==> src/rtl/seq_ctrl_pkg.sv <==
// seq_ctrl_pkg: shared encodings for the multi-cycle instruction sequencer.
//   OPCODE_*  : major opcodes the sequencer understands (instruction[6:0])
//   FUNCT_S*  : legal store funct3 values
//   STORE_*   : store width encoding driven on storeops
//   SEQ_ST_*  : 3-bit state encodings
//   TRAP_*    : trap cause codes
// decode_instr() classifies an opcode/funct3 pair and flags illegal encodings.
package seq_ctrl_pkg;

  localparam logic [6:0] OPCODE_R = 7'b0110011;
  localparam logic [6:0] OPCODE_I = 7'b0000011;  // loads
  localparam logic [6:0] OPCODE_S = 7'b0100011;
  localparam logic [6:0] OPCODE_B = 7'b1100011;

  localparam logic [2:0] FUNCT_SB = 3'b000;
  localparam logic [2:0] FUNCT_SH = 3'b001;
  localparam logic [2:0] FUNCT_SW = 3'b010;

  localparam logic [1:0] STORE_NONE = 2'd0;
  localparam logic [1:0] STORE_B    = 2'd1;
  localparam logic [1:0] STORE_H    = 2'd2;
  localparam logic [1:0] STORE_W    = 2'd3;

  localparam logic [2:0] SEQ_ST_IDLE   = 3'd0;
  localparam logic [2:0] SEQ_ST_FETCH  = 3'd1;
  localparam logic [2:0] SEQ_ST_DECODE = 3'd2;
  localparam logic [2:0] SEQ_ST_EXEC   = 3'd3;
  localparam logic [2:0] SEQ_ST_MEM    = 3'd4;
  localparam logic [2:0] SEQ_ST_WB     = 3'd5;
  localparam logic [2:0] SEQ_ST_TRAP   = 3'd6;

  localparam logic [1:0] TRAP_NONE    = 2'd0;
  localparam logic [1:0] TRAP_ILLEGAL = 2'd1;
  localparam logic [1:0] TRAP_IMEM_TO = 2'd2;
  localparam logic [1:0] TRAP_DMEM_TO = 2'd3;

  typedef enum logic [2:0] {
    StIdle   = SEQ_ST_IDLE,
    StFetch  = SEQ_ST_FETCH,
    StDecode = SEQ_ST_DECODE,
    StExec   = SEQ_ST_EXEC,
    StMem    = SEQ_ST_MEM,
    StWb     = SEQ_ST_WB,
    StTrap   = SEQ_ST_TRAP
  } seq_state_e;

  typedef enum logic [1:0] {
    ClsR,
    ClsI,
    ClsS,
    ClsB
  } instr_cls_e;

  typedef struct packed {
    logic       legal;
    instr_cls_e cls;
  } dec_t;

  function automatic dec_t decode_instr(logic [6:0] opcode, logic [2:0] funct3);
    dec_t d;
    d.legal = 1'b1;
    d.cls   = ClsR;
    case (opcode)
      OPCODE_R: d.cls = ClsR;
      OPCODE_I: d.cls = ClsI;
      OPCODE_B: d.cls = ClsB;
      OPCODE_S: begin
        d.cls = ClsS;
        case (funct3)
          FUNCT_SB, FUNCT_SH, FUNCT_SW: d.legal = 1'b1;
          default:                      d.legal = 1'b0;
        endcase
      end
      default: d.legal = 1'b0;
    endcase
    return d;
  endfunction

endpackage

==> src/rtl/seq_ctrl_wait_timer.sv <==
// seq_wait_timer: wait-cycle counter shared by the FETCH and MEM states.
//   clk, rst_n : clock, asynchronous active-low reset
//   clr_i      : reload the count with zero (state entry)
//   inc_i      : count one more cycle spent waiting for ready
//   expired_o  : the current waiting cycle is the MaxWait-th one
module seq_wait_timer #(
  parameter int unsigned MaxWait = 16
) (
  input  logic clk,
  input  logic rst_n,
  input  logic clr_i,
  input  logic inc_i,
  output logic expired_o
);

  localparam int unsigned CntW = $clog2(MaxWait + 1);

  logic [CntW-1:0] cnt_q, cnt_d;

  always_comb begin
    cnt_d = cnt_q;
    if (clr_i) begin
      cnt_d = '0;
    end else if (inc_i && (cnt_q != CntW'(MaxWait))) begin
      cnt_d = cnt_q + CntW'(1);
    end
  end

  // cnt_q holds the waits already seen, so this cycle completes the limit.
  assign expired_o = (cnt_q >= CntW'(MaxWait - 1));

  always_ff @(posedge clk or negedge rst_n) begin
    if (!rst_n) begin
      cnt_q <= '0;
    end else begin
      cnt_q <= cnt_d;
    end
  end

endmodule

==> src/rtl/seq_ctrl.sv <==
// seq_ctrl: multi-cycle FETCH/DECODE/EXEC/MEM/WB sequencer with memory handshakes.
//   Inputs : clk, rst_n (async active-low), run, opcode/funct3 (from IR), zero,
//            imem_ready, dmem_ready
//   Outputs: imem_req, ir_we, dmem_req, dmem_we, storeops, mem_to_reg, regwrite,
//            pc_we, pc_sel, trap, trap_cause, busy
// Optional build macro SEQ_PERF_CNT_EN adds instret / stall_cycles counters.
// Outputs are Moore decodes of the state, plus ready-qualified pulses (ir_we,
// store pc_we) and pc_sel following zero during a branch EXEC.
module seq_ctrl
  import seq_ctrl_pkg::*;
#(
  parameter int unsigned MEM_TIMEOUT = 16
) (
  input  logic       clk,
  input  logic       rst_n,
  input  logic       run,
  input  logic [6:0] opcode,
  input  logic [2:0] funct3,
  input  logic       zero,
  input  logic       imem_ready,
  input  logic       dmem_ready,
  output logic       imem_req,
  output logic       ir_we,
  output logic       dmem_req,
  output logic       dmem_we,
  output logic [1:0] storeops,
  output logic       mem_to_reg,
  output logic       regwrite,
  output logic       pc_we,
  output logic       pc_sel,
  output logic       trap,
  output logic [1:0] trap_cause,
  output logic       busy
`ifdef SEQ_PERF_CNT_EN
  ,
  output logic [31:0] instret,
  output logic [31:0] stall_cycles
`endif
);

  seq_state_e state_q, state_d;
  instr_cls_e cls_q, cls_d;
  logic [1:0] cause_q, cause_d;
  logic       timer_clr, timer_inc, timer_expired;
  logic       tick_boundary;
  dec_t       dec;
  seq_state_e next_instr;

  seq_wait_timer #(
    .MaxWait (MEM_TIMEOUT)
  ) u_wait_timer (
    .clk       (clk),
    .rst_n     (rst_n),
    .clr_i     (timer_clr),
    .inc_i     (timer_inc),
    .expired_o (timer_expired)
  );

  assign dec        = decode_instr(opcode, funct3);
  // run is only honoured once the current instruction has retired.
  assign next_instr = run ? StFetch : StIdle;

  always_comb begin
    state_d       = state_q;
    cls_d         = cls_q;
    cause_d       = cause_q;
    timer_inc     = 1'b0;
    tick_boundary = 1'b0;
    imem_req      = 1'b0;
    ir_we         = 1'b0;
    dmem_req      = 1'b0;
    dmem_we       = 1'b0;
    storeops      = STORE_NONE;
    mem_to_reg    = 1'b0;
    regwrite      = 1'b0;
    pc_we         = 1'b0;
    pc_sel        = 1'b0;
    trap          = 1'b0;

    unique case (state_q)
      StIdle: begin
        if (run) state_d = StFetch;
      end
      StFetch: begin
        imem_req = 1'b1;
        if (imem_ready) begin
          ir_we   = 1'b1;
          state_d = StDecode;
        end else begin
          timer_inc = 1'b1;
          if (timer_expired) begin
            state_d = StTrap;
            cause_d = TRAP_IMEM_TO;
          end
        end
      end
      StDecode: begin
        if (dec.legal) begin
          cls_d   = dec.cls;
          state_d = StExec;
        end else begin
          state_d = StTrap;
          cause_d = TRAP_ILLEGAL;
        end
      end
      StExec: begin
        unique case (cls_q)
          ClsR:       state_d = StWb;
          ClsI, ClsS: state_d = StMem;
          ClsB: begin
            pc_we         = 1'b1;
            pc_sel        = zero;
            tick_boundary = 1'b1;
          end
          default:    state_d = StTrap;
        endcase
      end
      StMem: begin
        dmem_req = 1'b1;
        if (cls_q == ClsS) begin
          dmem_we  = 1'b1;
          storeops = funct3[1:0] + 2'd1;
        end
        if (dmem_ready) begin
          if (cls_q == ClsS) begin
            pc_we         = 1'b1;
            tick_boundary = 1'b1;
          end else begin
            state_d = StWb;
          end
        end else begin
          timer_inc = 1'b1;
          if (timer_expired) begin
            state_d = StTrap;
            cause_d = TRAP_DMEM_TO;
          end
        end
      end
      StWb: begin
        regwrite      = 1'b1;
        mem_to_reg    = (cls_q == ClsI);
        pc_we         = 1'b1;
        tick_boundary = 1'b1;
      end
      StTrap: begin
        trap = 1'b1;
        if (!run) begin
          state_d = StIdle;
          cause_d = TRAP_NONE;
        end
      end
      default: state_d = StIdle;
    endcase

    if (tick_boundary) state_d = next_instr;
  end

  // Restart the wait count whenever FETCH or MEM is freshly entered.
  assign timer_clr  = ((state_d == StFetch) || (state_d == StMem)) && (state_d != state_q);
  assign trap_cause = cause_q;
  assign busy       = (state_q != StIdle);

  always_ff @(posedge clk or negedge rst_n) begin
    if (!rst_n) begin
      state_q <= StIdle;
      cls_q   <= ClsR;
      cause_q <= TRAP_NONE;
    end else begin
      state_q <= state_d;
      cls_q   <= cls_d;
      cause_q <= cause_d;
    end
  end

`ifdef SEQ_PERF_CNT_EN
  logic [31:0] instret_q, instret_d, stall_q, stall_d;

  always_comb begin
    instret_d = instret_q + {31'd0, pc_we};
    stall_d   = stall_q + {31'd0, timer_inc};
  end

  always_ff @(posedge clk or negedge rst_n) begin
    if (!rst_n) begin
      instret_q <= '0;
      stall_q   <= '0;
    end else begin
      instret_q <= instret_d;
      stall_q   <= stall_d;
    end
  end

  assign instret      = instret_q;
  assign stall_cycles = stall_q;
`endif

endmodule

==> config.mk <==
export PLATFORM = sky130hd
export DESIGN_NAME = seq_ctrl
export DESIGN_NICKNAME = d
export VERILOG_FILES = /design/src/rtl/seq_ctrl_pkg.sv /design/src/rtl/seq_ctrl_wait_timer.sv /design/src/rtl/seq_ctrl.sv
export SDC_FILE = /design/constraint.sdc
export NUM_CORES = 1
export LEC_CHECK = 0
export BUFFER_PORTS_ARGS = -buffer_cell sky130_fd_sc_hd__buf_2
export CELL_PAD_IN_SITES_DETAIL_PLACEMENT = 0
export CELL_PAD_IN_SITES_GLOBAL_PLACEMENT = 1
export CORE_MARGIN = 2
export CORE_UTILIZATION = 42
export DETAILED_ROUTE_END_ITERATION = 10
export HOLD_SLACK_MARGIN = 0.02
export MAX_ROUTING_LAYER = met4
export PLACE_DENSITY = 0.89
export SLEW_MARGIN = 20
export SYNTH_ARGS = -nofsm -noshare
export SYNTH_HDL_FRONTEND = slang
export SYNTH_SLANG_ARGS = --single-unit
==> constraint.sdc <==
create_clock -name clk -period 4.4 [get_ports clk]
set_clock_uncertainty 0.05 [all_clocks]
set_input_delay 0.22 -clock clk [delete_from_list [all_inputs] [get_ports clk]]
set_output_delay 0.22 -clock clk [all_outputs]
set_load 0.01 [all_outputs]
==> impl_metrics.yaml <==
floorplanning:
  initial_util_pct: 43.1
  fp.dieH_um: 56.5
  floorplan.io_pins: 30
  core_region_area_um2: 2690
  floorplan.die_area_um2: 3190
  floorplan.die.width_um: 56.5
  floorplan.rows: 19
detailed_routing:
  vias: 1071
  dr.first_iter.drc_count: 35
  remaining_antenna_violation_count: 0
  first_pass_iters: 4
  drcViolationCount: 0
  route.final.wire_length_um: 2650
  routed_wire_length_per_instance_um: 13.9
  vias_per_cell: 5.64
critical_path:
  critPathRequiredTime_ns: 4.50
  highest_fanout_seen_on_the_critical_path: 5
  timing.critical_path.from_type: "register"
  timing.critical_path.slowest_stage_cell: "dfrtp_1"
  endpoint_kind: "register"
  worst_ep_arrival_time_ns: 2.59
  crit_path_cell_trace: "ha_1 -> and3_1 -> ha_1 -> nor2_1 -> a2bb2oi_1 -> o31a_1 -> nand4bb_1 -> mux2i_2 -> nor2_1"
  worst_path_largest_cell_delay_ns: 0.44
  path_class: "register to register"
global_route:
  track_usage_pct: 17.9
  first_global_vias: 976
  grt_first_pass_wirelength_um: 4420
  grt.overflow.total: 0
  grt_max_degree: 24
  antenna_found_initial: 0
clocking:
  worst_skew_pair_latency_ns: 0.28
  clock-sinks: 12
  post-cts-setup-buffers: 0
  clockRootBuffer: "clkbuf_4"
  post_cts.resized_instances: 0
  clkSlewWorstSetupHoldPaths_ns: 0.08
  hold_buffers: 1
  cts-buffers-inserted: 3
  tritoncts: "done"
  max-clock-path-buffers: 2
  cts_max_level: 1
timing:
  hold_viol: 0
  achievable-frequency_mhz: 401
  timing_max_transition_violations_final: 0
  totalNegativeSetupSlack_ns: 0
  fin_hold_ws_ns: 0.206
  max_slew.worst_pin.slew_ns: 0.667
  timing.max_slew.rel_slack_pct: 55.5
  finalCritPeriodShare_pct: 56.7
  grt_setup_unrepaired: "false"
  final_critical_path_setup_slack_ns: 1.90
  finalCriticalPeriod_ns: 2.50
  finalSetupViolCount: 0
synthesis:
  syn_area_per_cell_um2: 8.83
  synthDominantAreaCellType: "dfrtp_1"
  synth-edff-count: 0
  synth.top_cells.by_area: "dfrtp_1 (26%), ha_1 (6.5%), nor2_1 (4.9%)"
  predominant_post_synthesis_flop_cell: "dfrtp_1"
  synth.ff_latch_count: 12
  syn-cell-area_um2: 1160
  synth_instances: 131
  synth-warning-count: 0
  share_of_the_synthesized_area_in_the_top_cell_type_pct: 25.9
  async_reset_ff_share_pct: 100
  yosysSeqAreaShare_pct: 25.9
  syn-num-nets: 153
  synth_cell_type_count: 55
pwr:
  pwr_density_cell_nw_per_um2: 556
  static_power_due_to_leakage_uw: 0.000649
  vdd_drop_max_mv: 0.393
layout:
  layout-drive-gt1-share_pct: 28.3
  antennaDiodeCount: 0
  layout.core_utilization_pct: 50.0
  stdcell_count: 190
  layout-area-overhead-vs-synth_pct: 16.0
  final_common_cell: "buf_2"
  layout_common_cells: "buf_2 (29), nor2_1 (15), dfrtp_1 (12)"
  nets: 182
  num-fill-cells: 265
placed_design:
  routabilityCongestion: 0.857
  detailedPlace.worstSlack_ns: 1.97
  portBuffers: 29
  placed_cells: 185
  place.detailed.hpwl_um: 2070
status:
  run_status: "completed"
job:
  cap_viol_max_count: 0
worst_hold_path:
  hp-class: "input port to register"
[logic make-up (layout without fill, tap and decap cells)]
group	count (synthesis)	count (layout)	share of synthesized area, %
AO/OA/AOI/OAI	30	30	21.9
XOR/XNOR	4	4	3.03
adder cells (fa/ha/maj)	6	6	6.49
buffers and inverters	14	42	6.49
flip-flops	12	12	25.9
multiplexers	3	3	3.03
AND/OR/NAND/NOR	62	62	33.1
[critical path: cells and delay by family (launching register included)]
kind | cells | cell delay (ns)
AND/OR/NAND/NOR | 4 | 0.73
flip-flops | 1 | 0.44
adder cells (fa/ha/maj) | 2 | 0.41
multiplexers | 1 | 0.31
AO/OA/AOI/OAI | 2 | 0.44
[sequential cells by signal (all words and copies together), names as in the netlist]
register,count
u_wait_timer.cnt_q,5
state_q,3
cls_q,2
trap_cause,2
[worst paths after layout]
check / start / end / slack (ns) / cells after the start
setup / recovery: u_wait_timer.cnt_q[0] / u_wait_timer.cnt_q[1] / 1.90 / 9
hold / removal: opcode[5] / cls_q[1] / 0.21 / 3
setup reg to reg: u_wait_timer.cnt_q[0] / u_wait_timer.cnt_q[1] / 1.90 / 9
hold reg to reg: trap_cause[1] / trap_cause[1] / 0.53 / 2
max in group asynchronous: rst_n / state_q[1] / 3.80 / 2
min in group asynchronous: rst_n / trap_cause[1] / 0.29 / 2
[per-stage QoR]
| stage | cell area [µm²] | power, µW |
|---|---|---|
| after global placement | 1300 | 646 |
| after detailed placement | 1300 | 659 |
| final | 1340 | 746 |
| after CTS | 1340 | 752 |
| after global routing | 1340 | 809 |
| after floorplan | 1160 | 578 |
[cell usage after synthesis, types with 2 or more instances]
library cell,number
a21oi_1,4
and2_1,2
and3_1,7
and4bb_1,2
buf_2,3
buf_6,2
dfrtp_1,12
ha_1,6
inv_1,8
nand2_1,6
nand2b_1,5
nand3_1,5
nand4_1,2
nor2_1,15
nor3_1,2
nor3b_1,4
nor3b_2,2
o21ai_0,4
o31ai_1,2
xnor2_1,3
[where the power goes]
group          total, µW  switching (µW)  leakage (µW)  internal (µW)
registers            235            90.1      0.000154            145
clock network       89.0            38.7     0.0000210           50.3
logic                422             213      0.000474            209
total                746             342      0.000649            405
[cell type report]
class / count / area, µm² / share of cell area (%)
timing repair buffer: 30 / 155 / 11.6
tap: 31 / 38.8 / 2.89
inverter: 8 / 30.0 / 2.24
clock buffer: 4 / 36.3 / 2.70
sequential: 12 / 300 / 22.4
multi-input combinational: 105 / 782 / 58.2
[layer usage]
layer | global-route usage [%] | vias up | part of all wire [%]
met2 | 29.2 | 26 | 50
met1 | 22.4 | 506 | 45
met4 | 4.08 | 0 | 1.0
li1 | - | 535 | -
met5 | - | - | 0
met3 | 4.15 | 4 | 4.1
No activity file was read; power rests on OpenSTA's default activity.
